`src/rtl/decoder_pkg.sv`:
```
// Shared types and sizes for the decoder scan sequencer.
// Latency: none (declarations only).
// Backpressure: not applicable.
package decoder_pkg;

  localparam int CH_N  = 8;
  localparam int IDX_W = 3;

  typedef enum logic [1:0] {
    IDLE  = 2'd0,
    DWELL = 2'd1,
    GAP   = 2'd2
  } scan_state_t;

endpackage

```
`src/rtl/next_chan_pick.sv`:
```
// Circular priority search: next set mask bit above cur, optionally wrapping to the lowest.
// Latency: combinational, zero cycles.
// Backpressure: none; pure function of its inputs.
module next_chan_pick
  import decoder_pkg::*;
(
  input  logic [CH_N-1:0]  mask,
  input  logic [IDX_W-1:0] cur,
  input  logic             wrap_en,
  output logic [IDX_W-1:0] nxt,
  output logic             found,
  output logic [IDX_W-1:0] first_idx
);

  logic             above_found;
  logic [IDX_W-1:0] above_idx;

  // Scan from the top down so the last hit seen is the lowest qualifying bit.
  always_comb begin
    first_idx   = '0;
    above_found = 1'b0;
    above_idx   = '0;
    for (int i = CH_N - 1; i >= 0; i--) begin
      if (mask[i]) begin
        first_idx = IDX_W'(i);
        if (i > int'(cur)) begin
          above_found = 1'b1;
          above_idx   = IDX_W'(i);
        end
      end
    end
  end

  // Prefer a higher channel; otherwise wrap to the lowest set bit when allowed.
  // A single-bit mask therefore wraps back onto the current channel.
  always_comb begin
    nxt   = cur;
    found = 1'b0;
    if (above_found) begin
      nxt   = above_idx;
      found = 1'b1;
    end else if (wrap_en && (|mask)) begin
      nxt   = first_idx;
      found = 1'b1;
    end
  end

endmodule

```
`src/rtl/decoder_scan_ctrl.sv`:
```
// Scans the enabled channels of an 8-bit mask onto a 3-to-8 decoder, with a 1-cycle enable-low gap between channels.
// Latency: start sampled at cycle k gives en=1 on the first channel at k+1; all outputs come straight from flops.
// Backpressure: none; start is ignored while busy, and stop aborts at any time with priority over start.
module decoder_scan_ctrl
  import decoder_pkg::*;
#(
  parameter int DWELL_W = 8
) (
  input  logic               clk,
  input  logic               rst_n,
  input  logic               start,
  input  logic               stop,
  input  logic               continuous,
  input  logic [CH_N-1:0]    ch_mask,
  input  logic [DWELL_W-1:0] dwell,
  output logic               sel_a,
  output logic               sel_b,
  output logic               sel_c,
  output logic               en,
  output logic               busy,
  output logic               step,
  output logic               done,
  output logic               err_mask
);

  scan_state_t        state_q, state_d;
  logic [IDX_W-1:0]   idx_q, idx_d;
  logic [CH_N-1:0]    mask_q, mask_d;
  logic               cont_q, cont_d;
  logic [DWELL_W-1:0] dwell_q, dwell_d;
  logic [DWELL_W-1:0] cnt_q, cnt_d;
  logic               en_q, busy_q, step_q, done_q, err_q;
  logic               step_d, done_d, err_d;

  logic [CH_N-1:0]    pick_mask;
  logic [IDX_W-1:0]   pick_nxt, pick_first;
  logic               pick_found;
  logic [DWELL_W-1:0] dwell_load;

  // In IDLE the picker looks at the live mask to find the first channel;
  // once running it only ever sees the copy captured at start.
  assign pick_mask  = (state_q == IDLE) ? ch_mask : mask_q;
  // Counter reload value: dwell of 0 behaves like 1, so the counter never wraps.
  assign dwell_load = (dwell == '0) ? '0 : dwell - DWELL_W'(1);

  next_chan_pick u_pick (
    .mask      (pick_mask),
    .cur       (idx_q),
    .wrap_en   (cont_q),
    .nxt       (pick_nxt),
    .found     (pick_found),
    .first_idx (pick_first)
  );

  // Next-state, held-copy and pulse decode; stop is checked first in every state.
  always_comb begin
    state_d = state_q;
    idx_d   = idx_q;
    mask_d  = mask_q;
    cont_d  = cont_q;
    dwell_d = dwell_q;
    cnt_d   = cnt_q;
    step_d  = 1'b0;
    done_d  = 1'b0;
    err_d   = 1'b0;
    case (state_q)
      IDLE: begin
        if (start && !stop) begin
          if (|ch_mask) begin
            mask_d  = ch_mask;
            cont_d  = continuous;
            dwell_d = dwell_load;
            cnt_d   = dwell_load;
            idx_d   = pick_first;
            state_d = DWELL;
            step_d  = 1'b1;
          end else begin
            err_d = 1'b1;
          end
        end
      end
      DWELL: begin
        if (stop) begin
          state_d = IDLE;
        end else if (cnt_q == '0) begin
          state_d = GAP;
        end else begin
          cnt_d = cnt_q - DWELL_W'(1);
        end
      end
      GAP: begin
        if (stop) begin
          state_d = IDLE;
        end else if (pick_found) begin
          idx_d   = pick_nxt;
          cnt_d   = dwell_q;
          state_d = DWELL;
          step_d  = 1'b1;
        end else begin
          state_d = IDLE;
          done_d  = 1'b1;
        end
      end
      default: begin
        state_d = IDLE;
      end
    endcase
  end

  // State, held copies and registered outputs; en/busy follow the next state so they leave a flop.
  always_ff @(posedge clk or negedge rst_n) begin
    if (!rst_n) begin
      state_q <= IDLE;
      idx_q   <= '0;
      mask_q  <= '0;
      cont_q  <= 1'b0;
      dwell_q <= '0;
      cnt_q   <= '0;
      en_q    <= 1'b0;
      busy_q  <= 1'b0;
      step_q  <= 1'b0;
      done_q  <= 1'b0;
      err_q   <= 1'b0;
    end else begin
      state_q <= state_d;
      idx_q   <= idx_d;
      mask_q  <= mask_d;
      cont_q  <= cont_d;
      dwell_q <= dwell_d;
      cnt_q   <= cnt_d;
      en_q    <= (state_d == DWELL);
      busy_q  <= (state_d != IDLE);
      step_q  <= step_d;
      done_q  <= done_d;
      err_q   <= err_d;
    end
  end

  assign sel_a    = idx_q[0];
  assign sel_b    = idx_q[1];
  assign sel_c    = idx_q[2];
  assign en       = en_q;
  assign busy     = busy_q;
  assign step     = step_q;
  assign done     = done_q;
  assign err_mask = err_q;

endmodule

```
`config.mk`:
```
export PLATFORM = sky130hd
export DESIGN_NAME = decoder_scan_ctrl
export DESIGN_NICKNAME = d
export VERILOG_FILES = /design/src/rtl/decoder_pkg.sv /design/src/rtl/next_chan_pick.sv /design/src/rtl/decoder_scan_ctrl.sv
export SDC_FILE = /design/constraint.sdc
export NUM_CORES = 1
export LEC_CHECK = 0
export ABC_CLOCK_PERIOD_IN_PS = 2550
export CAP_MARGIN = 20
export CORE_MARGIN = 1
export CORE_UTILIZATION = 45
export CTS_BUF_LIST = sky130_fd_sc_hd__clkbuf_8 sky130_fd_sc_hd__clkbuf_16
export DETAILED_ROUTE_END_ITERATION = 6
export PLACE_DENSITY = 0.67
export SYNTH_ARGS = -nofsm -noshare
export SYNTH_HDL_FRONTEND = slang
export SYNTH_SLANG_ARGS = --single-unit
```
`constraint.sdc`:
```
create_clock -name clk -period 2.55 [get_ports clk]
set_clock_uncertainty 0.05 [all_clocks]
set_input_delay 0.51 -clock clk [delete_from_list [all_inputs] [get_ports clk]]
set_output_delay 0.51 -clock clk [all_outputs]
set_load 0.05 [all_outputs]
```
* Yosys cells after proc, flatten, opt, wreduce, memory -nomap -nowiden *
Index checks and enable logic that the tools add are counted.

storage, ports and cells
  flip-flop bits (word level) = 35
  bits of input ports = 21
  output and inout bits = 8
  word-level logic and storage cells = 116

operators by class
  add/subtract/negate cells = 2
  $lt $le $gt $ge = 7
  equality and inequality tests = 10
  muxes and demuxes = 72
  reduce and logical (&&, ||, !) cells = 14

operator list
  operator                                                                  count
  3-bit two-way mux                                                         28
  8-bit two-way mux                                                         8
  1-bit two-way mux                                                         28
  8-bit one-hot mux with 3 select lines                                     1
  8-bit zero test                                                           2
  8-bit OR reduction                                                        2
  8-bit by 1-bit subtractor with 8-bit output (second input constant)       2
  3-bit > comparator (first input constant)                                 4
  2-bit two-way mux                                                         4
  2-bit inequality test (second input constant)                             4
  7-bit AND reduction                                                       1
  2-bit by 3-bit > comparator with 1-bit output (first input constant)      2
  2-bit one-hot mux with 3 select lines                                     1
  3-bit one-hot mux with 2 select lines                                     1
  6-bit AND reduction                                                       1
  2-bit by 1-bit == test with 1-bit output (second input constant)          2
  2-bit by 1-bit inequality test with 1-bit output (second input constant)  2
  2-bit nonzero test                                                        2
  1-bit by 3-bit > comparator with 1-bit output (first input constant)      1
  3-bit by 1-bit inequality test with 1-bit output (second input constant)  1
  3-bit AND reduction                                                       1
  3-bit nonzero test                                                        1
  2-bit == test (second input constant)                                     1
  1-bit logical AND                                                         2
  3 further kinds                                                           3

* Logic depth before layout (Yosys ltp) *
Gate-level depths: netlist of the first run.

  word-level depth = 20
  gate-level depth with buffers = 11
  mapped depth without buffers = 8

* Hierarchy *
A second synthesis of the first run with hierarchy kept.

unflattened totals
  cell total of the unflattened synthesis = 278
  area total of the unflattened synthesis = 2442.3 um2

by module, submodules not included
  module             instances  cells an instance  area each (um2)  sequential area each (um2)
  decoder_scan_ctrl  1          230                2144.6           875.8
  next_chan_pick     1          48                 297.8            0.0

* Least setup slack after synthesis of the first run *
No wires, ideal clock.

  path type = register to register
  start point = register state_q[0]
  end point = register cnt_q[2]
  library setup time = 0.125 ns
  arrival = 2.121 ns
  data required time = 2.375 ns
  path slack = 0.254 ns
  stages on the path, launching flop included = 10
  path buffers = 2
  period minus slack after synthesis = 2.296 ns
  cells stage by stage = dfrtp_1 inv_1 ha_1 buf_6 buf_12 nor3b_2 o221ai_1 o21ai_4 a41oi_4 mux2_2

on the way
  word-level cells in the longest chain between the ends = 18
  elaborated cells between the ends (all ways) = 30

ends and longest elaborated chain
  element                          line                                              RTL
  from (decl)                      decoder_scan_ctrl.sv:26                           scan_state_t state_q, state_d;
  from (signal assigned)           decoder_scan_ctrl.sv:125                          state_q <= state_d;
  2-bit zero test                  decoder_scan_ctrl.sv:42, decoder_scan_ctrl.sv:66
  8-bit two-way mux                decoder_scan_ctrl.sv:42                           assign pick_mask = (state_q == IDLE) ? ch_mask : mask_q;
  1-bit two-way mux                next_chan_pick.sv:24                              if (mask[i]) begin
  1-bit two-way mux                next_chan_pick.sv:26                              if (i > int'(cur)) begin
  1-bit two-way mux                next_chan_pick.sv:24
  1-bit two-way mux                next_chan_pick.sv:26
  1-bit two-way mux                next_chan_pick.sv:24
  1-bit two-way mux                next_chan_pick.sv:26
  [2 not listed]                   n/a
  1-bit two-way mux                next_chan_pick.sv:24
  1-bit two-way mux                next_chan_pick.sv:26
  1-bit two-way mux                next_chan_pick.sv:24
  1-bit two-way mux                next_chan_pick.sv:26
  1-bit two-way mux                next_chan_pick.sv:24
  1-bit two-way mux                next_chan_pick.sv:39                              if (above_found) begin
  2-bit inequality test (no line)  n/a
  7-bit AND reduction (no line)    n/a
  to (signal assigned)             decoder_scan_ctrl.sv:130                          cnt_q <= cnt_d;
  to (decl)                        decoder_scan_ctrl.sv:31                           logic [DWELL_W-1:0] cnt_q, cnt_d;

Several ways; a longest one is shown, not always the timed one.
A chain may end at the register's enable or synchronous reset.

* Worst setup path in the final report of the first run *
  start point = register state_q[0]
  end point = register idx_q[1]

on the way
  word-level cells in the longest chain between the ends = 19
  elaborated cells between the ends (all ways) = 55

ends and longest elaborated chain
  element                                                 line                                              RTL
  2-bit zero test                                         decoder_scan_ctrl.sv:42, decoder_scan_ctrl.sv:66
  8-bit two-way mux                                       decoder_scan_ctrl.sv:42
  3-bit two-way mux or 1-bit two-way mux (tied branches)  next_chan_pick.sv:24
  3-bit two-way mux or 1-bit two-way mux (tied branches)  next_chan_pick.sv:26
  3-bit two-way mux or 1-bit two-way mux (tied branches)  next_chan_pick.sv:24
  3-bit two-way mux or 1-bit two-way mux (tied branches)  next_chan_pick.sv:26
  3-bit two-way mux or 1-bit two-way mux (tied branches)  next_chan_pick.sv:24
  3-bit two-way mux or 1-bit two-way mux (tied branches)  next_chan_pick.sv:26
  [3 not listed]                                          n/a
  3-bit two-way mux or 1-bit two-way mux (tied branches)  next_chan_pick.sv:26
  3-bit two-way mux or 1-bit two-way mux (tied branches)  next_chan_pick.sv:24
  3-bit two-way mux or 1-bit two-way mux (tied branches)  next_chan_pick.sv:26
  3-bit two-way mux or 1-bit two-way mux (tied branches)  next_chan_pick.sv:24
  3-bit two-way mux                                       next_chan_pick.sv:39
  3-bit two-way mux                                       decoder_scan_ctrl.sv:94                           end else if (pick_found) begin
  3-bit two-way mux                                       decoder_scan_ctrl.sv:92                           if (stop) begin
  3-bit one-hot mux with 2 select lines                   decoder_scan_ctrl.sv:66                           case (state_q)
  to (signal assigned)                                    decoder_scan_ctrl.sv:126                          idx_q <= idx_d;
  to (decl)                                               decoder_scan_ctrl.sv:27                           logic [IDX_W-1:0] idx_q, idx_d;

Several ways; a longest one is shown, not always the timed one. The select of a mux whose other input is x is not followed.

==> impl_metrics.yaml, run 1 <==
route:
  dr.pass1.iters: 4
  antenna_left: 0
  wl_per_cell_um: 15.0
  vias: 2143
  wirelength_mm: 5.80
  vias_per_cell: 5.52
  drtIter0Drc: 80
  drc: 0
floorplanning:
  fp-row-count: 26
  die_area_um2: 5640
  initial_core_util_pct: 46.8
  die_h_um: 75.1
  core_um2: 5140
  pin_count: 29
  die_w_um: 75.1
power_and_ir_drop:
  pwr-share-seq_pct: 31.6
  p_sw_share_pct: 42.6
  p_sw_uw: 1410
  p_int_uw: 1900
  p_per_area_nw_per_um2: 1080
  pwr-share-comb_pct: 56.4
  vdd_ir_drop_max_mv: 0.530
  p_leak_uw: 0.00132
  clkPwrFrac_pct: 12.0
timing:
  setup_viol: 0
  fin_ws_ns: 0.139
  finalHoldViolCount: 0
  fmax_mhz: 415
  rsz0062_at_grt: "no"
  slew_violations: 0
  worst_slew_pin_slew_ns: 0.520
  fin_crit_ns: 2.41
  timing.final.crit_share_pct: 94.6
  max-slew-margin-rel_pct: 65.0
job:
  maxCapViolCount: 0
placement:
  dpl.hpwl_mm: 4.40
  post-place-ws_ns: -0.0724
  dp_cells: 380
  gp_congestion: 0.836
  port_buffers: 28
worst_setup_path:
  crit_path_end_kind: "register"
  arrival_ns: 2.54
  path_class: "reg2reg"
  worst-path-max-fanout: 13
  worstPathRequired_ns: 2.68
  critPathLaunchType: "register"
logic_synthesis:
  synth_compound_gate_area_share_pct: 21.4
  syn_area_per_cell_um2: 9.32
  async_flop_share_pct: 100
  syn_area_um2: 2400
  synth-simple-area-share_pct: 18.8
  synth_warnings: 0
  synth_xor_area_share_pct: 3.28
  ys_seq_area_share_pct: 36.4
  ys_types: 59
  synth_mux_area_share_pct: 11.7
  synth_enable_flop_cells: 0
  synth.ff_latch_count: 35
  synth_cells: 258
  synth_flop_cell: "dfrtp_1"
  synthAdderAreaFrac_pct: 3.12
  synth_nets: 285
  synth_top_family_by_area: "compound AO/OA/AOI/OAI gates"
layout:
  layout.nets: 344
  multi_input_area_um2: 1410
  final_cell_mix: "dfrtp_1 (35), buf_4 (31), nand2_1 (30), clkdlybuf4s50_1 (28), o21ai_0 (18)"
  drive_gt1_share_pct: 22.0
  fill_cells: 474
  layout_commonest_cell: "dfrtp_1"
  fin_cells: 388
  syn2layout_area_growth_pct: 27.8
  diodes: 0
  register_area_um2: 876
worst_hold_path:
  hold_class: "reg2reg"
global_routing:
  grt_remaining_overflow: 0
  grt_pass1_vias: 2123
  antenna_found_initial: 0
  grt_max_degree: 36
  grt_pass1_wl_mm: 9.87
  grt_use_total_pct: 23.6
clock_tree:
  clock_latency_ns: 0.29
  tritoncts: "built"
  htree_levels: 2
  cts-buffers-inserted: 5
  cts-root-buf: "clkbuf_8"
  clock-sinks: 35
  cts_hold_buf: 0
  cts_buffer_depth: 2
  clkTransAtPathRegs_ns: 0.07
outcome:
  status: "completed"
## layout make-up
class | count | share of cell area, %
Inverter | 16 | 1.95
Tap cell | 70 | 2.85
Clock buffer | 5 | 2.24
Sequential cell | 35 | 28.5
Timing Repair Buffer | 61 | 18.0
Clock inverter | 3 | 0.529
Multi-Input combinational cell | 198 | 45.9
## logic make-up after synthesis
logic type | after synthesis
xor+xnor | 9
fa+ha+maj | 6
compound gates | 70
simple gates | 88
mux | 25
flops | 35
buf+inv | 25
## path summary, 6_finish.rpt
| kind | startpoint | endpoint | slack [ns] | depth (start not counted) |
|---|---|---|---|---|
| hold reg to reg | dwell_q[4] | dwell_q[4] | 0.44 | 2 |
| hold / removal | dwell_q[4] | dwell_q[4] | 0.44 | 2 |
| min in group asynchronous | rst_n | idx_q[2] | 0.58 | 2 |
| setup reg to reg | state_q[0] | idx_q[1] | 0.14 | 11 |
| setup / recovery | state_q[0] | idx_q[1] | 0.14 | 11 |
| max in group asynchronous | rst_n | mask_q[1] | 1.54 | 2 |
## power by group through the flow
stage | Sequential (uW) | Clock [uW] | Combinational, uW
floorplan | 1120 | 0 | 1200
global placement | 1040 | 0 | 1810
detailed placement | 1050 | 0 | 1850
CTS | 1040 | 409 | 1860
global route | 1090 | 432 | 2050
finish | 1050 | 397 | 1860
## what timing repair did
item,in CTS,in global routing
setup endpoints to repair,0,6
setup buffers,0,0
gates resized for setup,0,2
## registers in the layout (all words and copies together) (netlist names)
name / count
busy: 1
cnt_q: 8
cont_q: 1
done: 1
dwell_q: 8
en: 1
err_mask: 1
idx_q: 3
mask_q: 8
state_q: 2
step: 1
## Yosys cell counts (2+ instances only)
master | instances | share of area, %
a31oi_1 | 4 | 1.0
inv_1 | 16 | 2.5
xor2_1 | 3 | 1.1
buf_2 | 2 | 0.42
nand2_1 | 30 | 4.7
or3_1 | 2 | 0.52
o211ai_1 | 5 | 1.6
nor4_1 | 3 | 0.78
nor2b_1 | 3 | 0.78
buf_6 | 2 | 0.94
a21o_1 | 3 | 0.94
nand3_1 | 5 | 1.0
ha_1 | 6 | 3.1
o221ai_1 | 2 | 0.73
o21bai_1 | 2 | 0.62
nor3_1 | 12 | 2.5
nor2_1 | 14 | 2.2
o21ai_0 | 18 | 3.7
clkbuf_1 | 4 | 0.62
nor3b_1 | 4 | 1.2
xnor2_1 | 6 | 2.2
nand2b_1 | 5 | 1.3
mux2_2 | 16 | 7.5
a21oi_1 | 12 | 2.5
mux2i_1 | 7 | 2.9
o31ai_1 | 3 | 0.94
dfrtp_1 | 35 | 36
a221oi_1 | 2 | 0.73
mux2_4 | 2 | 1.2
## worst max-delay path, cell delays in order, from the launching register on
cell and delay (ns):
dfrtp_1 0.36, inv_1 0.06, ha_1 0.23, buf_12 0.16, buf_4 0.15, nor3_2 0.22, o22ai_1 0.11, buf_4 0.16
o21ai_4 0.20, nand3_4 0.11, o21a_4 0.21, mux2_4 0.29
## layer usage
layer | track usage (%) | routed length [um] | up-vias
met2 | 37.3 | 2670 | 57
met5 | 0 | 0 | -
met1 | 31.8 | 2710 | 1017
li1 | - | - | 1060
met4 | 8.18 | 78 | 0
met3 | 5.09 | 345 | 9
## through the flow
stage | hold WS, ns | util, % | area, um2 | total power (uW) | setup TNS, ns
after floorplan | 0.164 | - | 2400 | 2330 | 0
after global placement | 0.413 | 57.9 | 2980 | 2850 | -0.243
after detailed placement | 0.424 | 57.9 | 2980 | 2900 | -0.375
after CTS | 0.441 | 59.6 | 3060 | 3300 | 0
after global routing | 0.451 | 59.8 | 3070 | 3570 | 0
final | 0.437 | 59.8 | 3070 | 3310 | 0
No activity file was read; power rests on OpenSTA's default activity.
==> run 2, diff against run 1 <==
--- a/config.mk
+++ b/config.mk
@@ -11,7 +11,10 @@
 export CORE_UTILIZATION = 45
 export CTS_BUF_LIST = sky130_fd_sc_hd__clkbuf_8 sky130_fd_sc_hd__clkbuf_16
 export DETAILED_ROUTE_END_ITERATION = 6
+export GPL_ROUTABILITY_DRIVEN = 0
 export PLACE_DENSITY = 0.67
+export SETUP_SLACK_MARGIN = 0.1
 export SYNTH_ARGS = -nofsm -noshare
 export SYNTH_HDL_FRONTEND = slang
 export SYNTH_SLANG_ARGS = --single-unit
+export TNS_END_PERCENT = 5
==> impl_metrics.yaml, run 2 (synthesis gave the netlist of run 1 again) <==
outcome:
  status: "completed"
placement:
  place_area_um2: 2980
  port_buffers: 28
  post-place-ws_ns: -0.0724
  dpl.hpwl_mm: 4.40
layout:
  fill_cells: 471
  reg_top3: "cnt_q: 8 flops, dwell_q: 8 flops, mask_q: 8 flops"
  diodes: 0
  layout.nets: 345
  layout_commonest_cell: "dfrtp_1"
  final_cell_mix: "dfrtp_1 (35), buf_4 (31), nand2_1 (30), clkdlybuf4s50_1 (28), o21ai_0 (18)"
  stdcell_area_um2: 3090
  syn2layout_area_growth_pct: 28.6
  drive_gt1_share_pct: 22.3
floorplanning:
  fp-row-count: 26
  initial_core_util_pct: 46.8
  core_um2: 5140
  die_w_um: 75.1
  pin_count: 29
  die_h_um: 75.1
  die_area_um2: 5640
route:
  wirelength_mm: 5.80
  dr.pass1.iters: 4
  drtIter0Drc: 61
  antenna_left: 0
  vias_per_cell: 5.49
  drc: 0
  vias: 2136
  wl_per_cell_um: 14.9
clock_tree:
  tritoncts: "built"
  clkTransAtPathRegs_ns: 0.08
  clock-sinks: 35
  cts-buffers-inserted: 5
  cts_buffer_depth: 2
  cts_hold_buf: 0
  clock_latency_ns: 0.29
  htree_levels: 2
  cts-root-buf: "clkbuf_8"
global_routing:
  grt_pass1_wl_mm: 9.85
  grt_pass1_vias: 2115
  grt_use_total_pct: 23.5
  grt_max_degree: 36
  antenna_found_initial: 0
  grt_remaining_overflow: 0
power_and_ir_drop:
  p_sw_uw: 1420
  vdd_ir_drop_max_mv: 0.530
  finalPower_uw: 3350
  p_int_uw: 1930
  p_per_area_nw_per_um2: 1080
  pwr-share-comb_pct: 57.0
  p_sw_share_pct: 42.4
  pwr-share-seq_pct: 31.2
  clkPwrFrac_pct: 11.9
  p_leak_uw: 0.00133
worst_setup_path:
  crit_path_end_kind: "register"
  reg2reg_depth: 11
  path_class: "reg2reg"
  r2r_start: "state_q[0]"
  worst-path-max-fanout: 13
  arrival_ns: 2.53
  r2r_end: "idx_q[1]"
  critPathLaunchType: "register"
  regToRegSetupSlack_ns: 0.14
  worstPathRequired_ns: 2.68
worst_hold_path:
  min_path_cells: 2
  holdPathEnd: "dwell_q[4]"
  min_from: "dwell_q[4]"
  hold_class: "reg2reg"
timing:
  fin_ws_ns: 0.145
  fin_setup_tns_ns: 0
  max-slew-margin-rel_pct: 65.6
  fin_crit_ns: 2.41
  fmax_mhz: 416
  rsz0062_at_grt: "yes"
  slew_violations: 0
  timing.final.crit_share_pct: 94.3
  setup_viol: 0
  worst_slew_pin_slew_ns: 0.512
  finalHoldViolCount: 0
job:
  maxCapViolCount: 0
-- run 2: cell types whose count changed in the layout (fill, tap and decap cells not counted), sizes merged --
cell / delta
buf: +1
-- run 2: worst max path at each step --
stage,cells past startpoint,startpoint,end
global placement,6,ch_mask[2],cnt_q[5]
finish,11,state_q[0],idx_q[1]
detailed placement,6,ch_mask[2],cnt_q[4]
floorplan,9,state_q[0],cnt_q[2]
global route,11,state_q[0],idx_q[1]
CTS,9,state_q[0],idx_q[1]
-- run 2: per-layer routing --
metal | share of wire [%] | GRT usage [%] | up-vias | wire (um)
met1 | 47 | 31.2 | 1012 | 2720
li1 | - | - | 1058 | -
met2 | 46 | 37.1 | 53 | 2650
met5 | 0 | 0 | - | 0
met3 | 5.7 | 5.89 | 13 | 328
met4 | 1.7 | 8.39 | 0 | 100
-- run 2: worst max-delay path, cell delays in order, from the launching register on --
cell and delay (ns):
dfrtp_1 0.36, inv_1 0.06, ha_1 0.22, buf_12 0.16, buf_4 0.15, nor3_2 0.22
o22ai_1 0.11, buf_4 0.16, o21ai_4 0.20, nand3_4 0.11, o21a_4 0.21, mux2_4 0.29
-- run 2: through the flow --
step           instances  hold slack [ns]  util [%]
2_1_floorplan        258            0.164         -
3_3_place_gp         380            0.413      57.9
3_5_place_dp         380            0.424      57.9
4_1_cts              388            0.441      59.8
5_1_grt              389            0.451      60.2
6_report             389            0.438      60.2
-- run 2: timing repair --
| action | in CTS | in global routing |
|---|---|---|
| setup endpoints to repair | 4 | 11 |
| buffers inserted | 0 | 1 |
| pin swaps | 0 | 1 |
| cloned | 0 | 0 |
| resized for setup | 2 | 0 |
-- run 2: cell type report --
type / count / area [um2] / share of cell area [%]
multi-input combinational: 198 / 1410 / 45.6
clock buffer: 5 / 68.8 / 2.22
timing repair buffer: 62 / 573 / 18.5
inverter: 16 / 60.1 / 1.94
sequential: 35 / 876 / 28.3
clock inverter: 3 / 16.3 / 0.526
tap: 70 / 87.6 / 2.83
-- run 2: power groups by stage --
stage	logic (uW)	registers (uW)	clock network, uW
after global routing	2100	1090	432
after detailed placement	1850	1050	0
final	1910	1040	398
after global placement	1810	1040	0
after floorplan	1200	1120	0
after CTS	1860	1040	409
==> RTL change (settings of run 1) <==
Register the inputs `start`, `stop`, `continuous`, `ch_mask` and `dwell` before use. The logic sees them one clock later. Comments in the files are not updated.
--- a/src/rtl/decoder_scan_ctrl.sv
+++ b/src/rtl/decoder_scan_ctrl.sv
@@ -25,2 +25,16 @@
 
+  logic start_q;
+  logic stop_q;
+  logic continuous_q;
+  logic [CH_N-1:0] ch_mask_q;
+  logic [DWELL_W-1:0] dwell_r;
+
+  always_ff @(posedge clk) begin
+    start_q      <= start;
+    stop_q       <= stop;
+    continuous_q <= continuous;
+    ch_mask_q    <= ch_mask;
+    dwell_r      <= dwell;
+  end
+
   scan_state_t        state_q, state_d;
@@ -41,5 +55,5 @@
   // once running it only ever sees the copy captured at start.
-  assign pick_mask  = (state_q == IDLE) ? ch_mask : mask_q;
+  assign pick_mask  = (state_q == IDLE) ? ch_mask_q : mask_q;
   // Counter reload value: dwell of 0 behaves like 1, so the counter never wraps.
-  assign dwell_load = (dwell == '0) ? '0 : dwell - DWELL_W'(1);
+  assign dwell_load = (dwell_r == '0) ? '0 : dwell_r - DWELL_W'(1);
 
@@ -67,6 +81,6 @@
       IDLE: begin
-        if (start && !stop) begin
-          if (|ch_mask) begin
-            mask_d  = ch_mask;
-            cont_d  = continuous;
+        if (start_q && !stop_q) begin
+          if (|ch_mask_q) begin
+            mask_d  = ch_mask_q;
+            cont_d  = continuous_q;
             dwell_d = dwell_load;
@@ -82,3 +96,3 @@
       DWELL: begin
-        if (stop) begin
+        if (stop_q) begin
           state_d = IDLE;
@@ -91,3 +105,3 @@
       GAP: begin
-        if (stop) begin
+        if (stop_q) begin
           state_d = IDLE;
Behaviour: not the same (Yosys sat finds a counterexample within 4 cycles, from zero or initial values and one cycle with rst_n low).
==> RTL change against run 1 <==
Combinational power up 2%. Routed wire length up 0.69%. Synthesized area up 19%. Worst hold slack worse by 0.018 ns. Maximum frequency down 1.4%. Cell area up 11%. First-iteration DRC count up 30%. Sequential cell count up 19. Worst setup slack worse by 0.034 ns. Non-clock buffer count down 17. Power up 15%.
==> RTL change: results <==
{
  "met1_usage_pct": 27.7,
  "met1Wirelength_um": 2870,
  "clk_pin_slew_ns": 0.11,
  "cp_slowest_cell": "a41oi_4",
  "synth_cells": 273,
  "synth_area_leaders": "dfrtp_1 31%, dfxtp_1 13%, mux2_2 3.9%, mux2_4 3.7%, nand2_1 3.1%",
  "synth_common_cells": "35 x dfrtp_1, 24 x nand2_1, 19 x dfxtp_1",
  "n_fill_cell": 535,
  "routed_wl_um": 5840,
  "seq-power_uw": 1390,
  "viasPerCell": 5.51,
  "met2_usage_pct": 31.7,
  "status": "complete, no violations",
  "met3_usage_pct": 4.22,
  "route.met2.wl_um": 2610,
  "placed_area_um2": 3300,
  "drive_gt1_share_pct": 20.3,
  "wl_met3_um": 249,
  "dp.cells": 383,
  "p_int_uw": 2270,
  "gp_congestion": 0.819,
  "synthArstFlopShare_pct": 64.8,
  "arrival_ns": 2.60,
  "synth.distinct_cells": 63,
  "wl_per_cell_um": 14.9
}
RTL change: changes by cell type after synthesis, moves of 4 or more:
cell	delta
o22ai_1	+4
mux2_2	-6
o21ai_0	-5
dfxtp_1	+19
mux2_4	+5
nand2_1	-6
RTL change: final timing paths:
path	startpoint	endpoint	slack, ns	depth (start not counted)
hold / removal	continuous_q	cont_q	0.42	1
hold reg to reg	continuous_q	cont_q	0.42	1
setup / recovery	state_q[1]	cnt_q[7]	0.11	8
max in group asynchronous	rst_n	dwell_q[4]	1.57	2
setup reg to reg	state_q[1]	cnt_q[7]	0.11	8
min in group asynchronous	rst_n	mask_q[1]	0.55	2
RTL change: repair_timing:
action | CTS | global route
hold buffers | 0 | 0
gates resized for setup | 2 | 3
cloned | 0 | 0
pin swaps | 0 | 1
setup endpoints to repair | 8 | 9
RTL change: worst max-delay path, delay by kind of cell (launching register included):
| family | cells | cell delay (ns) |
|---|---|---|
| adder cells (fa/ha/maj) | 1 | 0.20 |
| AND/OR/NAND/NOR | 1 | 0.17 |
| AO/OA/AOI/OAI | 3 | 0.92 |
| multiplexers | 1 | 0.34 |
| buffers and inverters | 2 | 0.27 |
| flip-flops | 1 | 0.37 |
RTL change: area by class of cell:
cell class                 instances  area share [%]
clock buffer                       5            2.01
clock inverter                     3           0.696
inverter                          13            1.43
multi-input combinational        197            44.6
sequential                        54            36.8
tap                               75            2.75
timing repair buffer              44            11.7
RTL change: cell families (layout without fill, tap and decap cells):
group	after synthesis	count (layout)	synth area share, %
AND/OR/NAND/NOR	88	88	17.6
AO/OA/AOI/OAI	69	69	18.7
flip-flops	54	54	43.9
multiplexers	26	26	11.0
buffers and inverters	22	65	3.84
XOR/XNOR	8	8	2.45
adder cells (fa/ha/maj)	6	6	2.62
